<file path="config.mk">
export PLATFORM = sky130hd
export DESIGN_NAME = phys_free_list
export DESIGN_NICKNAME = d
export VERILOG_FILES = /design/src/rtl/phys_free_list.sv
export SDC_FILE = /design/constraint.sdc
export NUM_CORES = 1
export LEC_CHECK = 0
export ABC_AREA = 1
export CAP_MARGIN = 20
export CORE_MARGIN = 5
export CORE_UTILIZATION = 65
export CTS_CLUSTER_DIAMETER = 40
export DETAILED_ROUTE_END_ITERATION = 10
export PLACE_DENSITY = 0.83
export SYNTH_ARGS = -nofsm -noshare
export SYNTH_HDL_FRONTEND = slang
export SYNTH_SLANG_ARGS = --single-unit
export TNS_END_PERCENT = 100
</file>
<file path="constraint.sdc">
create_clock -name clk -period 6 [get_ports clk]
set_input_delay 0.9 -clock clk [delete_from_list [all_inputs] [get_ports clk]]
set_output_delay 0.9 -clock clk [all_outputs]
set_load 0.01 [all_outputs]
</file>
<file path="src/rtl/phys_free_list.sv">
// phys_free_list: circular FIFO of free physical register indices between rename and commit.
// Define FREE_LIST_CHECK_EN to add an in-list bitmap that rejects duplicate enqueues.
module phys_free_list #(
    parameter int NUM_PHYS_REGS = 64,
    parameter int NUM_ARCH_REGS = 32
) (
    input  logic                             clk,
    input  logic                             rst_n,
    input  logic                             deq_en,
    output logic [$clog2(NUM_PHYS_REGS)-1:0] deq_preg,
    output logic                             deq_valid,
    input  logic                             enq_en,
    input  logic [$clog2(NUM_PHYS_REGS)-1:0] enq_preg,
    input  logic                             flush,
    output logic                             full,
    output logic                             empty,
    output logic [$clog2(NUM_PHYS_REGS-NUM_ARCH_REGS):0] count,
    output logic                             err
);
    localparam int DEPTH = NUM_PHYS_REGS - NUM_ARCH_REGS;
    localparam int PW    = $clog2(NUM_PHYS_REGS);
    localparam int IW    = $clog2(DEPTH);

    logic [PW-1:0] mem_q [DEPTH];
    logic [PW-1:0] mem_d [DEPTH];
    logic [IW:0]   head_q, head_d, tail_q, tail_d;
    logic          err_q, err_d;
    logic          enq_nz, deq_take, enq_ok, dup;

    assign empty     = head_q == tail_q;
    assign full      = (head_q[IW-1:0] == tail_q[IW-1:0]) && (head_q[IW] != tail_q[IW]);
    assign count     = tail_q - head_q;
    assign deq_valid = !empty;
    assign deq_preg  = mem_q[head_q[IW-1:0]];
    assign err       = err_q;

`ifdef FREE_LIST_CHECK_EN
    logic [NUM_PHYS_REGS-1:0] in_list_q, in_list_d;
    assign dup = in_list_q[enq_preg];
`else
    assign dup = 1'b0;
`endif

    // A dequeue frees the full slot in the same cycle, so a full list still accepts the enqueue.
    always_comb begin
        enq_nz   = enq_en && (enq_preg != '0);
        deq_take = deq_en && !empty && !flush;
        enq_ok   = enq_nz && !dup && (!full || deq_take);
        mem_d    = mem_q;
        if (enq_ok) mem_d[tail_q[IW-1:0]] = enq_preg;
        tail_d = tail_q + (IW+1)'(enq_ok);
        head_d = flush ? {~tail_d[IW], tail_d[IW-1:0]} : head_q + (IW+1)'(deq_take);
        err_d  = err_q || (deq_en && empty && !flush) || (enq_nz && (dup || (full && !deq_take)));
    end

    always_ff @(posedge clk or negedge rst_n) begin
        if (!rst_n) begin
            for (int i = 0; i < DEPTH; i++) mem_q[i] <= PW'(NUM_ARCH_REGS + i);
            head_q <= '0;
            tail_q <= {1'b1, {IW{1'b0}}};
            err_q  <= 1'b0;
        end else begin
            mem_q  <= mem_d;
            head_q <= head_d;
            tail_q <= tail_d;
            err_q  <= err_d;
        end
    end

`ifdef FREE_LIST_CHECK_EN
    // After a flush every storage slot is valid, so the bitmap is exactly the set of stored indices.
    always_comb begin
        in_list_d = in_list_q;
        if (deq_take) in_list_d[deq_preg] = 1'b0;
        if (enq_ok) in_list_d[enq_preg] = 1'b1;
        if (flush) begin
            in_list_d = '0;
            for (int i = 0; i < DEPTH; i++) in_list_d[mem_d[i]] = 1'b1;
        end
    end

    always_ff @(posedge clk or negedge rst_n) begin
        if (!rst_n) in_list_q <= {{DEPTH{1'b1}}, {NUM_ARCH_REGS{1'b0}}};
        else in_list_q <= in_list_d;
    end
`endif
endmodule
</file>
==> results.py, run 1 <==
metrics = {
    "min_path": {
        "min_to": "mem_q[120]$_DFFE_PN1P_",
        "hold_class": "register to register",
        "min_from": "mem_q[120]$_DFFE_PN1P_",
        "hold_depth": 2,
    },
    "grt": {
        "grt_pass1_wl_mm": 55.1,
        "grt.total_usage_pct": 31.5,
        "grt_max_degree": 126,
        "overflow": 0,
        "first_global_vias": 10500,
        "antenna_found_initial": 0,
    },
    "logic_synthesis": {
        "netlist-cell-type-count": 33,
        "syn-num-nets": 1591,
        "syn_area_mm2": 0.0120,
        "yosys_warnings": 0,
        "yosys_register_bits": 205,
        "ys_seq_area_share_pct": 43.9,
        "syn_inst": 1570,
        "avgSynthCellArea_um2": 7.65,
    },
    "floorplan": {
        "die_w_um": 146,
        "initial_core_util_pct": 66.4,
        "ios": 27,
        "die_area_mm2": 0.0213,
        "core-area_mm2": 0.0181,
        "std_cell_rows": 49,
        "die_h_um": 146,
    },
    "setup_path": {
        "cp.arrival_ns": 4.07,
        "r2r_setup_slack_ns": 1.47,
        "crit_path_start_kind": "register",
        "path_class": "register to output pin",
        "critPathMaxFanout": 53,
        "r2r_start": "head_q[1]$_DFF_PN0_",
        "end_kind": "output pin",
        "reg2regPathDepth": 11,
        "crit_required_ns": 5.10,
        "reg2reg_to": "mem_q[106]$_DFFE_PN0P_",
    },
    "timing": {
        "setup_viol_count_final": 0,
        "period_minus_slack_ns": 4.97,
        "maxSlewViolCount": 0,
        "tightest_slew_ns": 1.09,
        "hold_viol": 0,
        "relSlewSlack_pct": 27.4,
        "min_period_over_period_pct": 82.8,
        "finClkSkew_ns": 0.0172,
        "fin_tns_setup_ns": 0,
        "rsz0062_at_grt": "false",
        "achievable-frequency_mhz": 201,
    },
    "final_layout": {
        "fillers": 1296,
        "drive_gt1_share_pct": 17.9,
        "fin_nets": 1557,
        "syn_to_final_growth_pct": 11.3,
        "layout_common_cells": "673 x nand2_1, 195 x nand4_1, 121 x nand3_1, 113 x dfstp_2, 106 x inv_1",
        "layout_commonest_cell": "nand2_1",
        "final_util_pct": 73.9,
        "ff_latch_area_mm2": 0.00527,
        "antenna_cells": 0,
        "multi_input_area_mm2": 0.00570,
    },
    "status": {
        "status": "finished, final reports clean",
    },
    "detailed_routing": {
        "totalWireLength_mm": 33.5,
        "drt-initial-drc-count": 1501,
        "wire_per_inst_um": 18.7,
        "vias": 11100,
        "antenna_left": 0,
        "drc": 0,
        "viasPerCell": 6.19,
        "dr.pass1.iters": 6,
    },
    "power_and_ir_drop": {
        "peakVddDrop_mv": 0.508,
        "p_leak_nw": 6.32,
        "p_total_mw": 7.98,
        "powerDensity_mw_per_mm2": 597,
    },
    "cts": {
        "numCtsBuffers": 34,
        "cts_buffer_depth": 3,
        "clk_latency_ns": 0.51,
        "ctsResizeCount": 0,
        "cts_tree": "done",
        "clkTransAtPathRegs_ns": 0.05,
        "cts_num_sinks": 205,
        "post_cts_buffers": 0,
        "root_buffer": "clkbuf_16",
        "cts_max_level": 2,
        "cts_hold_buf": 0,
    },
    "job": {
        "maxCapViolCount": 0,
    },
    "place": {
        "gp_congestion": 0.899,
        "hpwl_mm": 19.3,
        "port-buffer-count": 26,
    },
}
-- registers in the layout, indices dropped and copies added (netlist names) --
signal and count:
mem_q 192, tail_q 6, head_q 6, err 1
-- cells by family (layout without fill, tap and decap cells) --
family	count (synthesis)	after routing	synth area share, %
simple gates	1087	1087	44.1
buf+inv	228	219	8.67
flops	205	205	43.9
compound gates	29	29	1.37
xor+xnor	11	11	0.803
fa+ha+maj	10	10	1.10
-- cells in the mapped netlist --
library cell    n  area [um^2]
a21o_1          1         7.51
a21oi_1        16         80.1
a31oi_1         1         6.26
buf_1          22         82.6
buf_2          23          115
buf_4           4         30.0
buf_6          18          203
clkbuf_1       43          161
clkbuf_2        2         10.0
clkinv_2        1         5.00
dfrtp_1        92         2300
dfstp_2       113         2970
fa_1            1         20.0
ha_1            9          113
inv_1         106          398
inv_2           8         30.0
inv_4           1         6.26
nand2_1       673         2530
nand2_2         4         25.0
nand2_4         1         11.3
nand3_1       121          606
nand3_2        32          320
nand3_4         8          140
nand4_1       195         1220
nor2_1         18         67.6
nor2_2          1         6.26
nor2_4         33          372
nor3_1          1         5.00
o211ai_1        6         45.0
o21ai_0         3         15.0
o21ai_1         2         10.0
xnor2_1         3         26.3
xor2_1          8         70.1
-- stage by stage --
| stage | area [um^2] | hold WS (ns) | setup slack, ns | std cells |
|---|---|---|---|---|
| floorplan | 12000 | 0.442 | 3.18 | 1570 |
| global route | 13400 | 0.476 | 0.772 | 1790 |
| finish | 13400 | 0.460 | 1.03 | 1790 |
| CTS | 13400 | 0.461 | 1.05 | 1790 |
| global placement | 12100 | 0.449 | 1.66 | 1729 |
| detailed placement | 12100 | 0.453 | 1.57 | 1729 |
-- cell type report --
type | count | area share [%]
flip-flops and latches | 205 | 39.5
clock buffers | 44 | 7.26
repair buffers | 42 | 2.97
clock inverters | 17 | 2.15
well taps | 229 | 2.15
multi-input cells | 1137 | 42.7
inverters | 116 | 3.32
-- where the power goes --
| part | switching (mW) | total [mW] | internal [mW] |
|---|---|---|---|
| Sequential | 0.501 | 2.68 | 2.18 |
| Combinational | 2.06 | 3.14 | 1.08 |
| Clock | 0.707 | 2.15 | 1.45 |
| Total | 3.27 | 7.98 | 4.71 |
-- critical path, cell delays in order, from the launching register on --
cell and delay [ns]:
dfrtp_2 1.08, inv_1 0.76, ha_1 0.53, nand2_1 0.05, inv_1 0.08, nand4_1 0.17, nor2_1 0.27, clkdlybuf4s50_1 0.59
-- per-layer routing --
metal	vias to the layer above	part of all wire [%]	global-route usage, %
li1	5088	-	-
met1	5214	40	43.6
met2	658	46	49.4
met3	116	9.9	5.54
met4	0	3.9	12.8
met5	-	0	0
-- how the worst max path moves through the flow --
stage	startpoint	endpoint	slack [ns]	cells after the start
after detailed placement	head_q[1]$_DFF_PN0_	empty	1.57	7
after global routing	head_q[1]$_DFF_PN0_	empty	0.77	7
after global placement	head_q[1]$_DFF_PN0_	mem_q[109]$_DFFE_PN0P_	1.66	11
after floorplan	head_q[1]$_DFF_PN0_	deq_valid	3.18	10
final	head_q[1]$_DFF_PN0_	empty	1.03	7
after CTS	head_q[1]$_DFF_PN0_	empty	1.05	7
Note: power is estimated with default switching activity, not from simulation.
==> run 2, diff against run 1 <==
--- a/config.mk
+++ b/config.mk
@@ -8,10 +8,10 @@
 export ABC_AREA = 1
 export CAP_MARGIN = 20
 export CORE_MARGIN = 5
-export CORE_UTILIZATION = 65
+export CORE_UTILIZATION = 63
 export CTS_CLUSTER_DIAMETER = 40
 export DETAILED_ROUTE_END_ITERATION = 10
-export PLACE_DENSITY = 0.83
+export PLACE_DENSITY = 0.81
 export SYNTH_ARGS = -nofsm -noshare
 export SYNTH_HDL_FRONTEND = slang
 export SYNTH_SLANG_ARGS = --single-unit
==> constraint.sdc (replaced) <==
create_clock -name clk -period 4.95 [get_ports clk]
set_input_delay 0.7425 -clock clk [delete_from_list [all_inputs] [get_ports clk]]
set_output_delay 0.7425 -clock clk [all_outputs]
set_load 0.01 [all_outputs]
==> run 2 against run 1 <==
Sequential share of layout area grew 0.54 points; die area is 3.0% higher; count of clock-buffer cells in the layout shrank 1; critical path depth unchanged; sequential cell count unchanged; non-clock buffer count grew 2; cell count up 0.22%; cell area down 1.3%; first-iteration DRC count is 19% lower; critical endpoint unchanged; highest routed layer unchanged.
==> results.py, run 2 (same netlist as run 1, synthesis figures left out) <==
metrics = {
    "place": {
        "gp_congestion": 0.918,
        "port-buffer-count": 26,
        "hpwl_mm": 19.6,
    },
    "setup_path": {
        "path_class": "register to output pin",
        "crit_required_ns": 4.21,
        "r2r_setup_slack_ns": 1.25,
        "crit_buf_inv": 3,
        "cp_common_cell": "inv_1",
        "end_kind": "output pin",
        "crit_path_start_kind": "register",
        "worstPathCellList": "inv_1 -> ha_1 -> nand2_1 -> inv_1 -> nand4_1 -> nor2_1 -> clkdlybuf4s50_1",
        "crit_slowest_cell": "dfrtp_1",
        "critPathTopFamily": "buffers and inverters",
        "critPathMaxFanout": 17,
        "cp.arrival_ns": 3.48,
        "crit_path_max_incr_delay_ns": 0.76,
    },
    "floorplan": {
        "die_h_um": 148,
        "die_w_um": 148,
        "initial_core_util_pct": 64.2,
        "die_area_mm2": 0.0219,
        "std_cell_rows": 50,
        "core-area_mm2": 0.0187,
        "ios": 27,
    },
    "final_layout": {
        "antenna_cells": 0,
        "layout_commonest_cell": "nand2_1",
        "largest_register_ffs": 192,
        "final_util_pct": 70.5,
        "fillers": 1473,
        "regMostFlops": "mem_q",
        "layout_common_cells": "673 x nand2_1, 195 x nand4_1, 121 x nand3_1, 113 x dfstp_2, 106 x inv_1",
        "drive_gt1_share_pct": 17.6,
        "fin_nets": 1556,
        "top_regs": "mem_q: 192 flops, head_q: 6 flops, tail_q: 6 flops",
        "syn_to_final_growth_pct": 9.79,
    },
    "detailed_routing": {
        "dr.pass1.iters": 6,
        "drc": 0,
        "totalWireLength_mm": 33.6,
        "wire_per_inst_um": 18.7,
        "vias": 11000,
        "antenna_left": 0,
        "drt-initial-drc-count": 1215,
        "viasPerCell": 6.11,
    },
    "grt": {
        "grt_busiest_layer": "met2",
        "overflow": 0,
        "grt_max_degree": 150,
        "grt_pass1_wl_mm": 54.9,
        "grt.total_usage_pct": 30.9,
        "first_global_vias": 10500,
        "grt_util_met3_pct": 5.82,
        "antenna_found_initial": 0,
        "gr-usage-met1_pct": 41.6,
        "grt_util_met2_pct": 48.8,
    },
    "cts": {
        "cts_tree": "done",
        "ctsResizeCount": 0,
        "clk_latency_ns": 0.57,
        "post_cts_buffers": 0,
        "cts_buffer_depth": 3,
        "cts_max_level": 1,
        "clkTransAtPathRegs_ns": 0.06,
        "cts_hold_buf": 0,
        "numCtsBuffers": 31,
        "cts_num_sinks": 205,
        "root_buffer": "clkbuf_16",
    },
    "min_path": {
        "hold_class": "input port to async pin",
    },
    "timing": {
        "achievable-frequency_mhz": 237,
        "period_minus_slack_ns": 4.22,
        "relSlewSlack_pct": 22.6,
        "finClkSkew_ns": 0.0289,
        "tightest_slew_ns": 1.16,
        "maxSlewViolCount": 0,
        "rsz0062_at_grt": "false",
        "fin_tns_setup_ns": 0,
        "hold_viol": 0,
        "setup_viol_count_final": 0,
        "min_period_over_period_pct": 85.3,
    },
    "power_and_ir_drop": {
        "peakVddDrop_mv": 1.26,
        "powerDensity_mw_per_mm2": 699,
        "seqPwrFrac_pct": 34.2,
        "p_switching_mw": 3.91,
        "pwr-share-comb_pct": 42.5,
        "p_clk_share_pct": 23.3,
        "swShare_pct": 42.4,
        "p_leak_nw": 6.25,
        "p_int_mw": 5.31,
    },
    "status": {
        "status": "finished, final reports clean",
    },
    "job": {
        "maxCapViolCount": 0,
    },
}
run 2: cell count changes in the layout (fill, tap and decap cells not counted):
cell,delta
clkinv_2,+6
bufinv_16,-5
clkbuf_16,-4
clkbuf_1,+3
clkinvlp_4,-2
buf_12,+1
buf_16,+1
clkinv_4,-1
run 2: worst register-to-register path, stage by stage (launching register included):
cell and delay, ns:
dfrtp_1 0.76, inv_1 0.47, ha_1 0.47, nand2_1 0.09, inv_1 0.06, nand4_1 0.15, nor2_4 0.08, nand2_8 0.36
buf_12 0.50, nand3_2 0.43, nand2_1 0.14, nand2_1 0.06
run 2: path summary, 6_finish.rpt:
check	start	end	cells past startpoint
worst max register to register	head_q[2]$_DFF_PN0_	mem_q[133]$_DFFE_PN0P_	11
max in group asynchronous	rst_n	mem_q[29]$_DFFE_PN1P_	3
worst min-delay path	rst_n	tail_q[0]$_DFF_PN0_	1
min in group clk	mem_q[56]$_DFFE_PN1P_	mem_q[56]$_DFFE_PN1P_	2
worst min register to register	mem_q[56]$_DFFE_PN1P_	mem_q[56]$_DFFE_PN1P_	2
worst max-delay path	head_q[2]$_DFF_PN0_	empty	7
run 2: metrics by stage:
stage / total power [mW] / instances / hold slack, ns / cell area, um^2 / setup WS (ns)
CTS: 9.17 / 1793 / 0.418 / 13200 / 0.787
global route: 9.83 / 1794 / 0.128 / 13200 / 0.572
detailed placement: 6.98 / 1735 / 0.454 / 12100 / 1.43
global placement: 6.87 / 1735 / 0.450 / 12100 / 1.51
floorplan: 5.77 / 1570 / 0.442 / 12000 / 2.17
finish: 9.22 / 1794 / 0.0906 / 13200 / 0.727
run 2: cell type report:
type                       instances  area [um^2]  share of cell area [%]
clock buffer                      43          881                    6.68
timing repair buffer              44          444                    3.37
clock inverter                    15          144                    1.09
multi-input combinational       1137         5700                    43.3
sequential                       205         5270                    40.0
inverter                         116          443                    3.36
tap                              234          293                    2.22
run 2: metal layers:
| metal | vias to the layer above | part of all wire, % |
|---|---|---|
| met5 | - | 0 |
| li1 | 5093 | - |
| met2 | 577 | 46 |
| met1 | 5153 | 39 |
| met3 | 138 | 9.5 |
| met4 | 0 | 5.4 |
run 2: power by group through the flow:
stage          Sequential, mW  Combinational [mW]  Clock (mW)
6_report                 3.15                3.92        2.15
5_1_grt                  3.23                4.35        2.24
4_1_cts                  3.13                3.88        2.16
3_5_place_dp             3.13                3.84           0
3_3_place_gp             3.12                3.75           0
2_1_floorplan            2.98                2.79           0
==> run 3, diff against run 2 <==
--- a/config.mk
+++ b/config.mk
@@ -8,10 +8,11 @@
 export ABC_AREA = 1
 export CAP_MARGIN = 20
 export CORE_MARGIN = 5
-export CORE_UTILIZATION = 63
+export CORE_UTILIZATION = 65
 export CTS_CLUSTER_DIAMETER = 40
 export DETAILED_ROUTE_END_ITERATION = 10
-export PLACE_DENSITY = 0.81
+export PLACE_DENSITY = 0.83
+export REMOVE_ABC_BUFFERS = 1
 export SYNTH_ARGS = -nofsm -noshare
 export SYNTH_HDL_FRONTEND = slang
 export SYNTH_SLANG_ARGS = --single-unit
==> constraint.sdc (replaced) <==
create_clock -name clk -period 5 [get_ports clk]
set_input_delay 0.75 -clock clk [delete_from_list [all_inputs] [get_ports clk]]
set_output_delay 0.75 -clock clk [all_outputs]
set_load 0.01 [all_outputs]
==> run 3 against run 2 <==
Register-to-register slack improved by 0.24 ns; critical path depth unchanged; sequential power about the same; sequential cell count unchanged; largest cell class unchanged; global-route usage increased by 0.23 points; die area decreased by 2.9%; worst setup slack improved by 0.092 ns; clock power increased by 14%; sequential share of layout area decreased by 0.60 points.
==> results.py, run 3 (same netlist as run 1, synthesis figures left out) <==
metrics = {
    "final_layout": {
        "top_regs": "mem_q: 192 flops, head_q: 6 flops, tail_q: 6 flops",
        "drive_gt1_share_pct": 18.0,
        "final_cells": 1794,
        "layout_commonest_cell": "nand2_1",
        "largest_register_ffs": 192,
        "layout_common_cells": "673 x nand2_1, 195 x nand4_1, 121 x nand3_1, 113 x dfstp_2, 106 x inv_1",
        "regMostFlops": "mem_q",
        "syn_to_final_growth_pct": 11.5,
        "antenna_cells": 0,
        "fin_nets": 1560,
    },
    "cts": {
        "root_buffer": "clkbuf_16",
        "ctsResizeCount": 0,
        "post_cts_buffers": 0,
        "numCtsBuffers": 34,
        "clkTransAtPathRegs_ns": 0.05,
        "cts_max_level": 2,
        "cts_num_sinks": 205,
        "cts_tree": "done",
        "cts_buffer_depth": 3,
        "clk_latency_ns": 0.51,
        "cts_hold_buf": 0,
    },
    "power_and_ir_drop": {
        "powerDensity_mw_per_mm2": 711,
        "p_total_mw": 9.51,
        "p_leak_nw": 6.36,
        "peakVddDrop_mv": 0.854,
    },
    "setup_path": {
        "cp_common_cell": "inv_1",
        "cp.arrival_ns": 3.43,
        "reg2regPathDepth": 11,
        "path_class": "register to output pin",
        "crit_path_max_incr_delay_ns": 1.08,
        "path_depth": 7,
        "crit_slowest_cell": "dfrtp_2",
        "worstPathCellList": "inv_1 -> ha_1 -> nand2_1 -> inv_1 -> nand4_1 -> nor2_1 -> clkdlybuf4s50_1",
        "critPathTopFamily": "flip-flops",
        "crit_buf_inv": 3,
        "critPathMaxFanout": 53,
        "crit_path_start_kind": "register",
        "r2r_setup_slack_ns": 1.49,
        "crit_required_ns": 4.25,
        "end_kind": "output pin",
    },
    "detailed_routing": {
        "drt-initial-drc-count": 1340,
        "drc": 0,
        "wire_per_inst_um": 18.8,
        "viasPerCell": 6.17,
        "dr.pass1.iters": 9,
        "vias": 11100,
        "totalWireLength_mm": 33.8,
        "antenna_left": 0,
    },
    "grt": {
        "grt_max_degree": 167,
        "grt_pass1_wl_mm": 54.3,
        "antenna_found_initial": 0,
        "overflow": 0,
        "first_global_vias": 10300,
        "grt.total_usage_pct": 31.2,
    },
    "timing": {
        "min_period_over_period_pct": 83.6,
        "relSlewSlack_pct": 27.2,
        "fin_tns_setup_ns": 0,
        "period_minus_slack_ns": 4.18,
        "hold_viol": 0,
        "finClkSkew_ns": 0.0219,
        "rsz0062_at_grt": "false",
        "hold-worst-slack_ns": 0.207,
        "maxSlewViolCount": 0,
        "tightest_slew_ns": 1.09,
        "setup_viol_count_final": 0,
        "achievable-frequency_mhz": 239,
    },
    "floorplan": {
        "core-area_mm2": 0.0181,
        "std_cell_rows": 49,
        "initial_core_util_pct": 66.4,
        "die_area_mm2": 0.0213,
        "ios": 27,
        "die_w_um": 146,
        "die_h_um": 146,
    },
    "min_path": {
        "hold_class": "input port to async pin",
    },
    "job": {
        "maxCapViolCount": 0,
    },
    "place": {
        "hpwl_mm": 19.6,
        "gp_congestion": 0.907,
        "port-buffer-count": 26,
        "dp.cells": 1731,
    },
    "status": {
        "status": "finished, final reports clean",
    },
}
## run 3: final timing paths
kind,to,startpoint
min in group clk,mem_q[9]$_DFFE_PN1P_,mem_q[9]$_DFFE_PN1P_
setup / recovery,empty,head_q[1]$_DFF_PN0_
hold reg to reg,mem_q[9]$_DFFE_PN1P_,mem_q[9]$_DFFE_PN1P_
hold / removal,mem_q[91]$_DFFE_PN0P_,rst_n
setup reg to reg,mem_q[183]$_DFFE_PN0P_,head_q[1]$_DFF_PN0_
max in group asynchronous,mem_q[46]$_DFFE_PN1P_,rst_n
## run 3: layer usage
metal	track usage, %	vias up	share of wire [%]
met5	0	-	0
met4	13.1	0	4.0
met3	5.70	130	10
met2	47.3	624	46
met1	44.3	5229	40
li1	-	5092	-
## run 3: layout make-up
type / instances / area (um^2)
multi-input combinational: 1137 / 5700
sequential: 205 / 5270
fill: 1324 / 4710
clock buffer: 55 / 1130
timing repair buffer: 45 / 452
inverter: 116 / 443
tap: 229 / 287
clock inverter: 7 / 88.8
## run 3: per-stage QoR
step | setup WS (ns) | utilization [%] | cell area [um^2]
after global routing | 0.667 | 74.0 | 13400
after global placement | 1.49 | 67.1 | 12100
after detailed placement | 1.47 | 67.1 | 12100
final | 0.819 | 74.0 | 13400
after CTS | 0.920 | 73.8 | 13400
after floorplan | 0.151 | - | 11400
## run 3: power by group
| group | switching (mW) | internal, mW |
|---|---|---|
| combinational | 2.56 | 1.32 |
| sequential | 0.553 | 2.62 |
| clock | 0.807 | 1.65 |
